File: src/rtl/cam_pixel_packer.sv
`default_nettype none
// ============================================================================
// cam_pixel_packer : camera bytes -> cropped RGB565 queue words + frame status
// Rev 1.0
// ============================================================================
module cam_pixel_packer #(
  parameter int FRAME_WIDTH  = 480,
  parameter int FRAME_HEIGHT = 272
) (
  input  logic                              clk,
  input  logic                              reset,
  input  logic                              cam_vsync,
  input  logic                              cam_href,
  input  logic [7:0]                        cam_data,
  input  logic                              cam_data_valid,
  input  logic                              queue_full,
  output logic [16:0]                       queue_data_out,
  output logic                              queue_wr_en,
  output logic                              frame_done,
  output logic                              frame_err,
  output logic [$clog2(FRAME_HEIGHT+1)-1:0] line_count,
  output logic [7:0]                        drop_count
);

  localparam int LW = $clog2(FRAME_HEIGHT + 1);
  localparam int CW = $clog2(FRAME_WIDTH + 1);
  localparam logic [LW-1:0] ROW_MAX = LW'(FRAME_HEIGHT);
  localparam logic [CW-1:0] COL_MAX = CW'(FRAME_WIDTH);
  localparam logic [16:0]   SOF_WORD = 17'h10000;

  typedef enum logic [1:0] {WAIT_SOF, SEND_SOF, ACTIVE, DROP} state_t;

  state_t        state_q;
  logic          vsync_q, href_q, phase_q, frame_err_q;
  logic [7:0]    hi_q;
  logic [CW-1:0] col_q;
  logic [LW-1:0] row_q;
  logic          wr_en_q, done_q, err_out_q;
  logic [16:0]   data_q;
  logic [LW-1:0] lines_q;
  logic [7:0]    drop_q;

  logic          vs_rise_d, vs_fall_d, href_fall_d, byte_ok_d, in_win_d;
  logic          end_d, end_err_d;
  logic [LW-1:0] row_d;

  always_comb begin
    vs_rise_d   = cam_vsync & ~vsync_q;
    vs_fall_d   = ~cam_vsync & vsync_q;
    href_fall_d = href_q & ~cam_href;
    byte_ok_d   = cam_data_valid & cam_href;
    in_win_d    = (col_q < COL_MAX) && (row_q < ROW_MAX);
    // A line closing in the same cycle as the frame end still counts.
    row_d = (href_fall_d && col_q != '0 && row_q < ROW_MAX) ? row_q + LW'(1) : row_q;
    end_d = (vs_rise_d && state_q != WAIT_SOF) ||
            (vs_fall_d && (state_q == ACTIVE || state_q == DROP));
    end_err_d = frame_err_q | vs_fall_d;
  end

  always_ff @(posedge clk or posedge reset) begin
    if (reset) begin
      state_q     <= WAIT_SOF;
      vsync_q     <= 1'b0;
      href_q      <= 1'b0;
      phase_q     <= 1'b0;
      frame_err_q <= 1'b0;
      hi_q        <= '0;
      col_q       <= '0;
      row_q       <= '0;
      wr_en_q     <= 1'b0;
      done_q      <= 1'b0;
      err_out_q   <= 1'b0;
      data_q      <= '0;
      lines_q     <= '0;
      drop_q      <= '0;
    end else begin
      vsync_q <= cam_vsync;
      href_q  <= cam_href;
      wr_en_q <= 1'b0;
      done_q  <= 1'b0;
      if (end_d) begin
        done_q    <= 1'b1;
        err_out_q <= end_err_d;
        lines_q   <= row_d;
        if (end_err_d && drop_q != 8'hFF) drop_q <= drop_q + 8'd1;
        if (vs_fall_d) begin
          state_q     <= SEND_SOF;
          frame_err_q <= 1'b0;
          phase_q     <= 1'b0;
          col_q       <= '0;
          row_q       <= '0;
        end else begin
          state_q <= WAIT_SOF;
        end
      end else begin
        case (state_q)
          WAIT_SOF: begin
            if (vs_fall_d) begin
              state_q     <= SEND_SOF;
              frame_err_q <= 1'b0;
              phase_q     <= 1'b0;
              col_q       <= '0;
              row_q       <= '0;
            end
          end
          SEND_SOF: begin
            if (queue_full) begin
              frame_err_q <= 1'b1;
              state_q     <= DROP;
            end else begin
              wr_en_q <= 1'b1;
              data_q  <= SOF_WORD;
              state_q <= ACTIVE;
            end
          end
          ACTIVE, DROP: begin
            if (href_fall_d) begin
              phase_q <= 1'b0;
              col_q   <= '0;
              row_q   <= row_d;
            end
            if (state_q == ACTIVE && byte_ok_d) begin
              if (!phase_q) begin
                hi_q    <= cam_data;
                phase_q <= 1'b1;
              end else begin
                phase_q <= 1'b0;
                if (in_win_d) begin
                  col_q <= col_q + CW'(1);
                  if (queue_full) begin
                    frame_err_q <= 1'b1;
                    state_q     <= DROP;
                  end else begin
                    wr_en_q <= 1'b1;
                    data_q  <= {1'b0, hi_q, cam_data};
                  end
                end
              end
            end
          end
          default: state_q <= WAIT_SOF;
        endcase
      end
    end
  end

  assign queue_data_out = data_q;
  assign queue_wr_en    = wr_en_q;
  assign frame_done     = done_q;
  assign frame_err      = err_out_q;
  assign line_count     = lines_q;
  assign drop_count     = drop_q;

endmodule
`default_nettype wire

File: config.mk
export PLATFORM = sky130hd
export DESIGN_NAME = cam_pixel_packer
export DESIGN_NICKNAME = d
export VERILOG_FILES = /design/src/rtl/cam_pixel_packer.sv
export SDC_FILE = /design/constraint.sdc
export NUM_CORES = 1
export LEC_CHECK = 0
export ABC_AREA = 1
export CORE_MARGIN = 3
export CORE_UTILIZATION = 50
export CTS_CLUSTER_DIAMETER = 60
export DETAILED_ROUTE_END_ITERATION = 8
export PLACE_DENSITY = 0.74
export SETUP_SLACK_MARGIN = 0.4
export SYNTH_ARGS = -nofsm -noshare
export SYNTH_HDL_FRONTEND = slang
export SYNTH_SLANG_ARGS = --single-unit
File: constraint.sdc
create_clock -name clk -period 2.4 [get_ports clk]
set_input_delay 0.24 -clock clk [delete_from_list [all_inputs] [get_ports clk]]
set_output_delay 0.24 -clock clk [all_outputs]
set_load 0.01 [all_outputs]
### Word level (Yosys, flattened, before mapping)

Cells that the tools add are included.

| word-level totals | value |
|---|---|
| memories kept | 0 |
| memory bits (read-only) | 0 |
| bits in latches | 0 |
| memory bits (writable) | 0 |
| register bits after elaboration | 69 |
| input port bits | 14 |

| operators by class | value |
|---|---|
| add/sub/neg operators | 3 |
| reductions and logical operators | 22 |
| eq/ne operators | 16 |
| $mul | 0 |
| divide/modulo/power cells | 0 |
| bitwise operators | 10 |
| order comparisons | 2 |
| multiplexer cells | 47 |
| shift operators | 0 |

Operators with widths:

| operator | count |
|---|---|
| $mux 9 | 10 |
| $mux 17 | 5 |
| $pmux 9 s2 | 2 |
| $pmux 17 s2 | 1 |
| $mux 1 | 19 |
| $add 9x1->9 const B | 2 |
| $lt 9x9->1 const B | 2 |
| $ne 3x3->1 const B | 6 |
| $mux 2 | 6 |
| $ne 2x2->1 const B | 5 |
| $reduce_bool 9->1 | 1 |
| $add 8x1->8 const B | 1 |
| $ne 8x8->1 const B | 1 |
| $logic_and 1x1->1 | 7 |
| $reduce_and 7->1 | 1 |
| $pmux 2 s3 | 1 |
| $reduce_and 2->1 | 3 |
| $not 1->1 | 5 |
| $reduce_and 5->1 | 1 |
| $and 1x1->1 | 4 |
| $eq 2x2->1 const B | 2 |
| $ne 4x4->1 const B | 1 |
| $pmux 1 s2 | 2 |
| $reduce_and 4->1 | 1 |
| 9 further kinds | 11 |

### Logic depth before layout (Yosys ltp)

Gate-level depths: netlist (run 1).

| logic depth | value |
|---|---|
| depth after elaboration | 8 |
| depth in mapped cells | 12 |
| mapped depth without buffers | 11 |

### Worst setup path after synthesis (run 1)

Ideal clock, no wire load.

| path | value |
|---|---|
| path kind | register to register |
| start point | register drop_q[1], in the netlist drop_count[1] |
| end point | register drop_q[2], in the netlist drop_count[2] |
| library setup time | 0.128 ns |
| stages on the path, launching flop included | 9 |
| arrival time | 1.299 ns |
| period minus slack after synthesis | 1.427 ns |
| setup slack | 0.973 ns |
| cells stage by stage | dfrtp_1 -> ha_1 -> inv_1 -> nor2_1 -> nand4_1 -> nand3_4 -> buf_6 -> nor2_4 -> xor2_1 |

| on the way | value |
|---|---|
| longest elaborated chain between the ends | 3 |

Ends and longest elaborated chain:

| element | RTL line | text |
|---|---|---|
| start: declaration | 41 | `logic [7:0] drop_q;` |
| start signal: assignment | 85 | `if (end_err_d && drop_q != 8'hFF) drop_q <= drop_q + 8'd1;` |
| parallel branches: the longest is 3 deep, another holds $add 8x1->8 | - |  |

Several ways; the timed one is not identified.
A chain may end at the register's enable or synchronous reset.

### Final worst setup path (run 1)

| path | value |
|---|---|
| start point | register col_q[0] |
| end point | register row_q[0] |

| on the way | value |
|---|---|
| longest elaborated chain between the ends | 7 |

Ends and longest elaborated chain:

| element | RTL line | text |
|---|---|---|
| start: declaration | 36 | `logic [CW-1:0] col_q;` |
| start signal: assignment | 129 | `col_q <= col_q + CW'(1);` |
| $reduce_bool 9->1 | 54 | `row_d = (href_fall_d && col_q != '0 && row_q < ROW_MAX) ? row_q + LW'(1) : row_q;` |
| $logic_and 1x1->1 (2 in a row) | 54 |  |
| $mux 9 | 54 |  |
| $mux 9 | 117 | `if (href_fall_d) begin` |
| $pmux 9 s2 | 96 | `case (state_q)` |
| $mux 9 | 81 | `if (end_d) begin` |
| end signal: assignment | 120 | `row_q <= row_d;` |
| end: declaration | 37 | `logic [LW-1:0] row_q;` |

No other way between the ends. The select of a mux whose other input is x is not followed.

==> metrics.cfg, run 1 <==
[yosys]
syn_area_per_cell_um2=8.015
synth.net_count=464
syn_inst=446
synth.ff_latch_count=69
ys_types=29
ys_seq_area_share_pct=48.30
ys_warn_count=0
synth_area_um2=3575

[die]
die_area_um2=8200
rows=30
initial_core_util_pct=52.04
pin_count=51
coreArea_um2=6869
die_w_um=90.56
die_y_um=90.56

[status]
status=complete, no violations

[power_and_ir_drop]
p_leak_nw=2.187
ir_worst_vdd_uv=477.3
powerDensity_nw_per_um2=965.6

[timing]
tightest_slew_ps=549.8
hold_viol=0
holdWs_ps=260.6
setup_tns_ps=0
maxSlewHeadroom_pct=63.29
drv_slew=0
layout_worst_path_cycle_share_pct=75.33
rsz0062_at_grt=no
finalSetupViolations=0
fin_skew_ps=9.278
period_needed_ps=1808
fmax_ghz=0.5531

[cts]
clockBufferDepth=2
cts_tree=yes
cts_buffers=9
cts_setup_buffers=0
clkSinkCount=69
htreeDepth=3
clkLatencyLatePin_ps=350
root_buffer=clkbuf_8
cts.repair.resized=0
cts_hold_buf=0
cts.reportedPaths.clkPinSlew_ps=80

[global_route]
grt_pass1_wl_um=13000
grt_pass1_vias=2700
grt.total_usage_pct=19.68
antenna_found_initial=0
overflow=0
grt_max_degree=47

[hold_path]
hp-class=in2async

[route]
via_per_inst=5.048
wl_um=7841
drtPass1Iterations=5
via_count=3034
wl_per_cell_um=13.05
postRouteAntennaNets=0
drtIter0Drc=199
drc_errors=0

[flow_run]
maxCapViolCount=0

[critical_path]
cp-end-kind=register
crit_type=reg2reg
start_kind=register
cp_max_fo=11
worst_ep_arrival_time_ps=2040
cp.required_ps=2630

[finish]
fillers=590
seqCellArea_um2=1727
multi_input_area_um2=1558
areaGrowthSynthToFinish_pct=22.65
drive_gt1_share_pct=9.109
fin_nets=518
diodes=0

[placed_design]
portBuffers=50
gp_congestion=0.8257
hpwl_um=5513

[worst max-delay path, stage by stage (launching register included)]
cell     delay [ps]
dfrtp_1         440
inv_1           100
ha_1            140
inv_1            50
nor2_1          160
nand2_1          70
nor2_1           80
nor2_1           50
buf_4           160
or2_2           290
nand3_1          80
nand2_1          60
[flip-flops by register name, indices dropped and copies added (netlist names)]
register,count
col_q,9
drop_count,8
frame_done,1
frame_err,1
frame_err_q,1
hi_q,8
href_q,1
line_count,9
phase_q,1
queue_data_out,17
queue_wr_en,1
row_q,9
state_q,2
vsync_q,1
[metal layers]
layer  routed length [µm]  up-vias  GRT usage [%]
li1                     -     1530              -
met1                 3652     1426          26.74
met2                 3745       70          31.25
met3                  353        8          5.583
met4                   90        0          4.719
met5                    0        -              0
[area by class of cell]
cell class	instances	area share [%]
flip-flops and latches	69	39.38
multi-input cells	314	35.53
repair buffers	52	12.04
inverters	54	4.680
clock buffers	9	2.825
clock inverters	7	2.797
well taps	96	2.740
[synthesized netlist by cell type]
library cell | number | area, µm²
a21oi_1 | 4 | 20.02
inv_1 | 48 | 180.2
nor2_4 | 3 | 33.78
xor2_1 | 8 | 70.07
ha_1 | 4 | 50.05
nand2_1 | 152 | 570.6
nand2_4 | 4 | 45.04
buf_2 | 2 | 10.01
inv_2 | 5 | 18.77
nand2_2 | 6 | 37.54
a31oi_1 | 3 | 18.77
nand3_1 | 35 | 175.2
o211ai_1 | 1 | 7.510
nand4_1 | 6 | 37.54
xnor2_1 | 3 | 26.28
nor2_1 | 29 | 108.9
o31ai_1 | 8 | 60.06
o21bai_1 | 3 | 22.52
nor2_2 | 4 | 25.02
nand3_4 | 3 | 52.55
o21ai_1 | 12 | 60.06
inv_4 | 1 | 6.260
dfrtp_1 | 69 | 1727
buf_6 | 6 | 67.56
nand3b_1 | 2 | 15.01
buf_4 | 1 | 7.510
or2_2 | 1 | 6.260
nor3_1 | 6 | 30.03
o21ai_0 | 17 | 85.08
[final timing paths]
| check | startpoint | endpoint | slack [ps] | cells past startpoint |
|---|---|---|---|---|
| hold / removal | reset | drop_count[7]$_DFFE_PP0P_ | 260 | 2 |
| setup reg to reg | col_q[0]$_DFFE_PP0P_ | row_q[0]$_DFFE_PP0P_ | 590 | 11 |
| max in group asynchronous | reset | line_count[3]$_DFFE_PP0P_ | 1510 | 3 |
| hold reg to reg | queue_data_out[15]$_DFFE_PP0P_ | queue_data_out[15]$_DFFE_PP0P_ | 480 | 2 |
| setup / recovery | col_q[0]$_DFFE_PP0P_ | row_q[0]$_DFFE_PP0P_ | 590 | 11 |
| min in group clk | cam_vsync | vsync_q$_DFF_PP0_ | 450 | 1 |
[power by group]
group	switching [mW]	total (mW)	internal [mW]
Combinational	0.802	1.37	0.564
Clock	0.489	1.18	0.695
Sequential	0.245	1.68	1.44
[logic make-up after synthesis]
group                      synth area share, %
DFF                                      48.30
adders and majority gates                1.400
and+or+nand+nor                          31.82
buffers and inverters                    8.120
AOI/OAI and AO/OA                        7.666
xor gates and xnor gates                 2.695
[placed cells by master (no fill, tap or decap), drive strengths merged, types with 8 or more instances in the layout]
master,instances
clkdlybuf4s50,50
dfrtp,69
nand3,38
nor2,36
clkbuf,9
o31ai,8
nand2,162
o21ai,29
xor2,8
inv,55
[per-stage QoR]
step	std cells	cell area, µm²	power, mW	worst slack [ps]	util, %
floorplan	446	3575	2.568	420.1	-
global placement	585	4138	3.036	400.3	60.24
detailed placement	585	4138	3.073	357.2	60.24
CTS	601	4384	4.253	577.2	63.83
global route	601	4384	4.502	416.7	63.83
finish	601	4384	4.233	592.0	63.83
Power figures use the tool's default switching activity.
==> inputs of run 2 (changes only) <==
==> constraint.sdc (replaced) <==
create_clock -name clk -period 1.7 [get_ports clk]
set_input_delay 0.17 -clock clk [delete_from_list [all_inputs] [get_ports clk]]
set_output_delay 0.17 -clock clk [all_outputs]
set_load 0.01 [all_outputs]
==> metrics.cfg, run 2 (synthesis results as in run 1) <==
[status]
status=complete, no violations  ; unchanged

[finish]
multi_input_area_um2=2402  ; was 1558 µm²
fillers=275  ; was 590
fin_area_um2=5951  ; was 4384 µm²
final_cell_mix=nand2_1 (112), dfrtp_1 (65), buf_4 (58)  ; was nand2_1 (152), dfrtp_1 (69), clkdlybuf4s50_1 (50)
seqCellArea_um2=1732  ; was 1727 µm²
drive_gt1_share_pct=44.43  ; was 9.109%
diodes=0  ; unchanged
areaGrowthSynthToFinish_pct=66.47  ; was 22.65%
largest_register_ffs=17  ; unchanged
final_common_cell=nand2_1  ; unchanged
fin_nets=605  ; was 518

[route]
wl_um=14880  ; was 7841 µm
via_per_inst=5.980  ; was 5.048
via_count=4114  ; was 3,034
postRouteAntennaNets=0  ; unchanged
drtPass1Iterations=5  ; unchanged
drc_errors=0  ; unchanged
drtIter0Drc=467  ; was 199
wl_per_cell_um=21.63  ; was 13.05 µm

[die]
initial_core_util_pct=52.04  ; unchanged
rows=30  ; unchanged
die_w_um=90.56  ; unchanged
die_area_um2=8200  ; unchanged
coreArea_um2=6869  ; unchanged
pin_count=51  ; unchanged
die_y_um=90.56  ; unchanged

[hold_path]
hp-class=in2async  ; unchanged

[global_route]
grt_max_degree=70  ; was 47
antenna_found_initial=0  ; unchanged
grt.total_usage_pct=30.25  ; was 19.68%
grt_pass1_wl_um=19670  ; was 13,000 µm
grt_pass1_vias=3842  ; was 2,700
overflow=0  ; unchanged

[timing]
period_needed_ps=1676
drv_slew=0  ; unchanged
hold_viol=0  ; unchanged
setup_ws_ps=24.03  ; was 592.0 ps
layout_worst_path_cycle_share_pct=98.59
maxSlewHeadroom_pct=74.70  ; was 63.29%
tightest_slew_ps=379.6  ; was 549.8 ps
fmax_ghz=0.5967
rsz0062_at_grt=yes  ; was no
finalSetupViolations=0  ; unchanged
setup_tns_ps=0  ; unchanged
fin_skew_ps=13.81  ; was 9.278 ps

[critical_path]
worst_ep_arrival_time_ps=1960  ; was 2040 ps
cpMaxStageDelayCell=clkdlybuf4s50_1  ; was dfrtp_1
cp.required_ps=1980  ; was 2630 ps
start_kind=primary input  ; was register
cp_max_fo=8  ; was 11
cp-end-kind=register  ; unchanged
slowest_delay_ps=560  ; was 440 ps
path_cells=clkdlybuf4s50_1 > inv_1 > nor2_1 > nand3_2 > nor2_4 > nand2_4 > buf_12 > o21ai_0 > nand3_1 > o21ai_1  ; was inv_1 > ha_1 > inv_1 > nor2_1 > nand2_1 > nor2_1 > nor2_1 > buf_4 > or2_2 > nand3_1 > nand2_1
crit_type=in2reg  ; was reg2reg

[placed_design]
post-place-ws_ps=-69.57  ; was 357.2 ps
portBuffers=50  ; unchanged
gp_congestion=0.8602  ; was 0.8257
placed_area_um2=4436  ; was 4138 µm²
hpwl_um=5824  ; was 5513 µm

[cts]
clockBufferDepth=2  ; unchanged
cts_tree=yes  ; unchanged
root_buffer=clkbuf_8  ; unchanged
cts.reportedPaths.clkPinSlew_ps=90  ; was 80 ps
htreeDepth=3  ; unchanged
clkSinkCount=69  ; unchanged
cts_buffers=9  ; unchanged
clkLatencyLatePin_ps=370  ; was 350 ps

[power_and_ir_drop]
p_leak_nw=2.896  ; was 2.187 nW
ir_worst_vdd_uv=765.2  ; was 477.3 µV
power_mw=7.890  ; was 4.233 mW
powerDensity_nw_per_um2=1326  ; was 965.6 nW/µm²

[flow_run]
maxCapViolCount=0  ; unchanged

run 2: cell count changes in the layout (fill, tap and decap cells not counted), sizes merged, moves of 3 or more:
cell,change
clkdlybuf4s50,-37
clkinv,+6
inv,-4
clkbuf,+3
nand2,+4
dlygate4sd2,+35
nand3,+3
buf,+79
run 2: worst paths after layout:
kind | from | to | slack [ps] | cells after the start
worst min register to register | queue_data_out[8]$_DFFE_PP0P_ | queue_data_out[8]$_DFFE_PP0P_ | 490 | 2
worst max register to register | state_q[1]$_DFFE_PP0P_ | col_q[6]$_DFFE_PP0P_ | 40 | 10
worst min-delay path | reset | queue_wr_en$_DFF_PP0_ | 310 | 3
max in group asynchronous | reset | state_q[1]$_DFFE_PP0P_ | 1070 | 3
min in group clk | cam_href | href_q$_DFF_PP0_ | 380 | 1
worst max-delay path | cam_href | col_q[8]$_DFFE_PP0P_ | 20 | 10
run 2: where the power goes:
group	internal, mW	switching [mW]	total [mW]
registers	2.04	0.357	2.39
clock network	0.715	0.706	1.42
logic	1.64	2.44	4.07
total	4.39	3.50	7.89
run 2: what timing repair did:
item | CTS | global route
resized for setup | 162 | 82
hold buffers | 0 | 0
pin swaps | 54 | 28
endpoints found under the hold margin | 0 | 0
buffers inserted | 42 | 12
setup endpoints to repair | 101 | 68
gates cloned | 9 | 1
run 2: area by class of cell:
type	count	area share, %
clock buffers	10	2.313
clock inverters	6	1.051
inverters	54	4.289
multi-input cells	321	40.37
flip-flops and latches	69	29.10
well taps	96	2.018
repair buffers	131	20.73
repair inverters	1	0.1262
run 2: stage by stage:
step	util, %	hold slack [ps]	std cells
2_1_floorplan	-	201.4	446
3_3_place_gp	64.57	453.8	608
3_5_place_dp	64.57	457.7	608
4_1_cts	80.69	276.8	675
5_1_grt	86.63	327.7	688
6_report	86.63	309.8	688
run 2: routing by layer:
metal  part of all wire [%]  routed length (µm)  GRT usage [%]
met1                     37                5552          37.83
met3                    8.0                1196          5.583
met4                    6.0                 886          15.18
met2                     49                7249          50.09
met5                      0                   0              0
run 2: worst max-delay path: cells and delay by family:
family | cells | cell delay, ps
buffers and inverters | 3 | 820
AOI/OAI and AO/OA | 2 | 230
and+or+nand+nor | 5 | 740
==> inputs of run 3 (changes only) <==
--- a/config.mk
+++ b/config.mk
@@ -10,6 +10,7 @@
 export CORE_UTILIZATION = 50
 export CTS_CLUSTER_DIAMETER = 60
 export DETAILED_ROUTE_END_ITERATION = 8
+export HOLD_SLACK_MARGIN = 0.02
 export PLACE_DENSITY = 0.74
 export SETUP_SLACK_MARGIN = 0.4
 export SYNTH_ARGS = -nofsm -noshare
==> results of run 3 <==
Same layout as run 2: the final DEF is identical, and so are final timing and power.
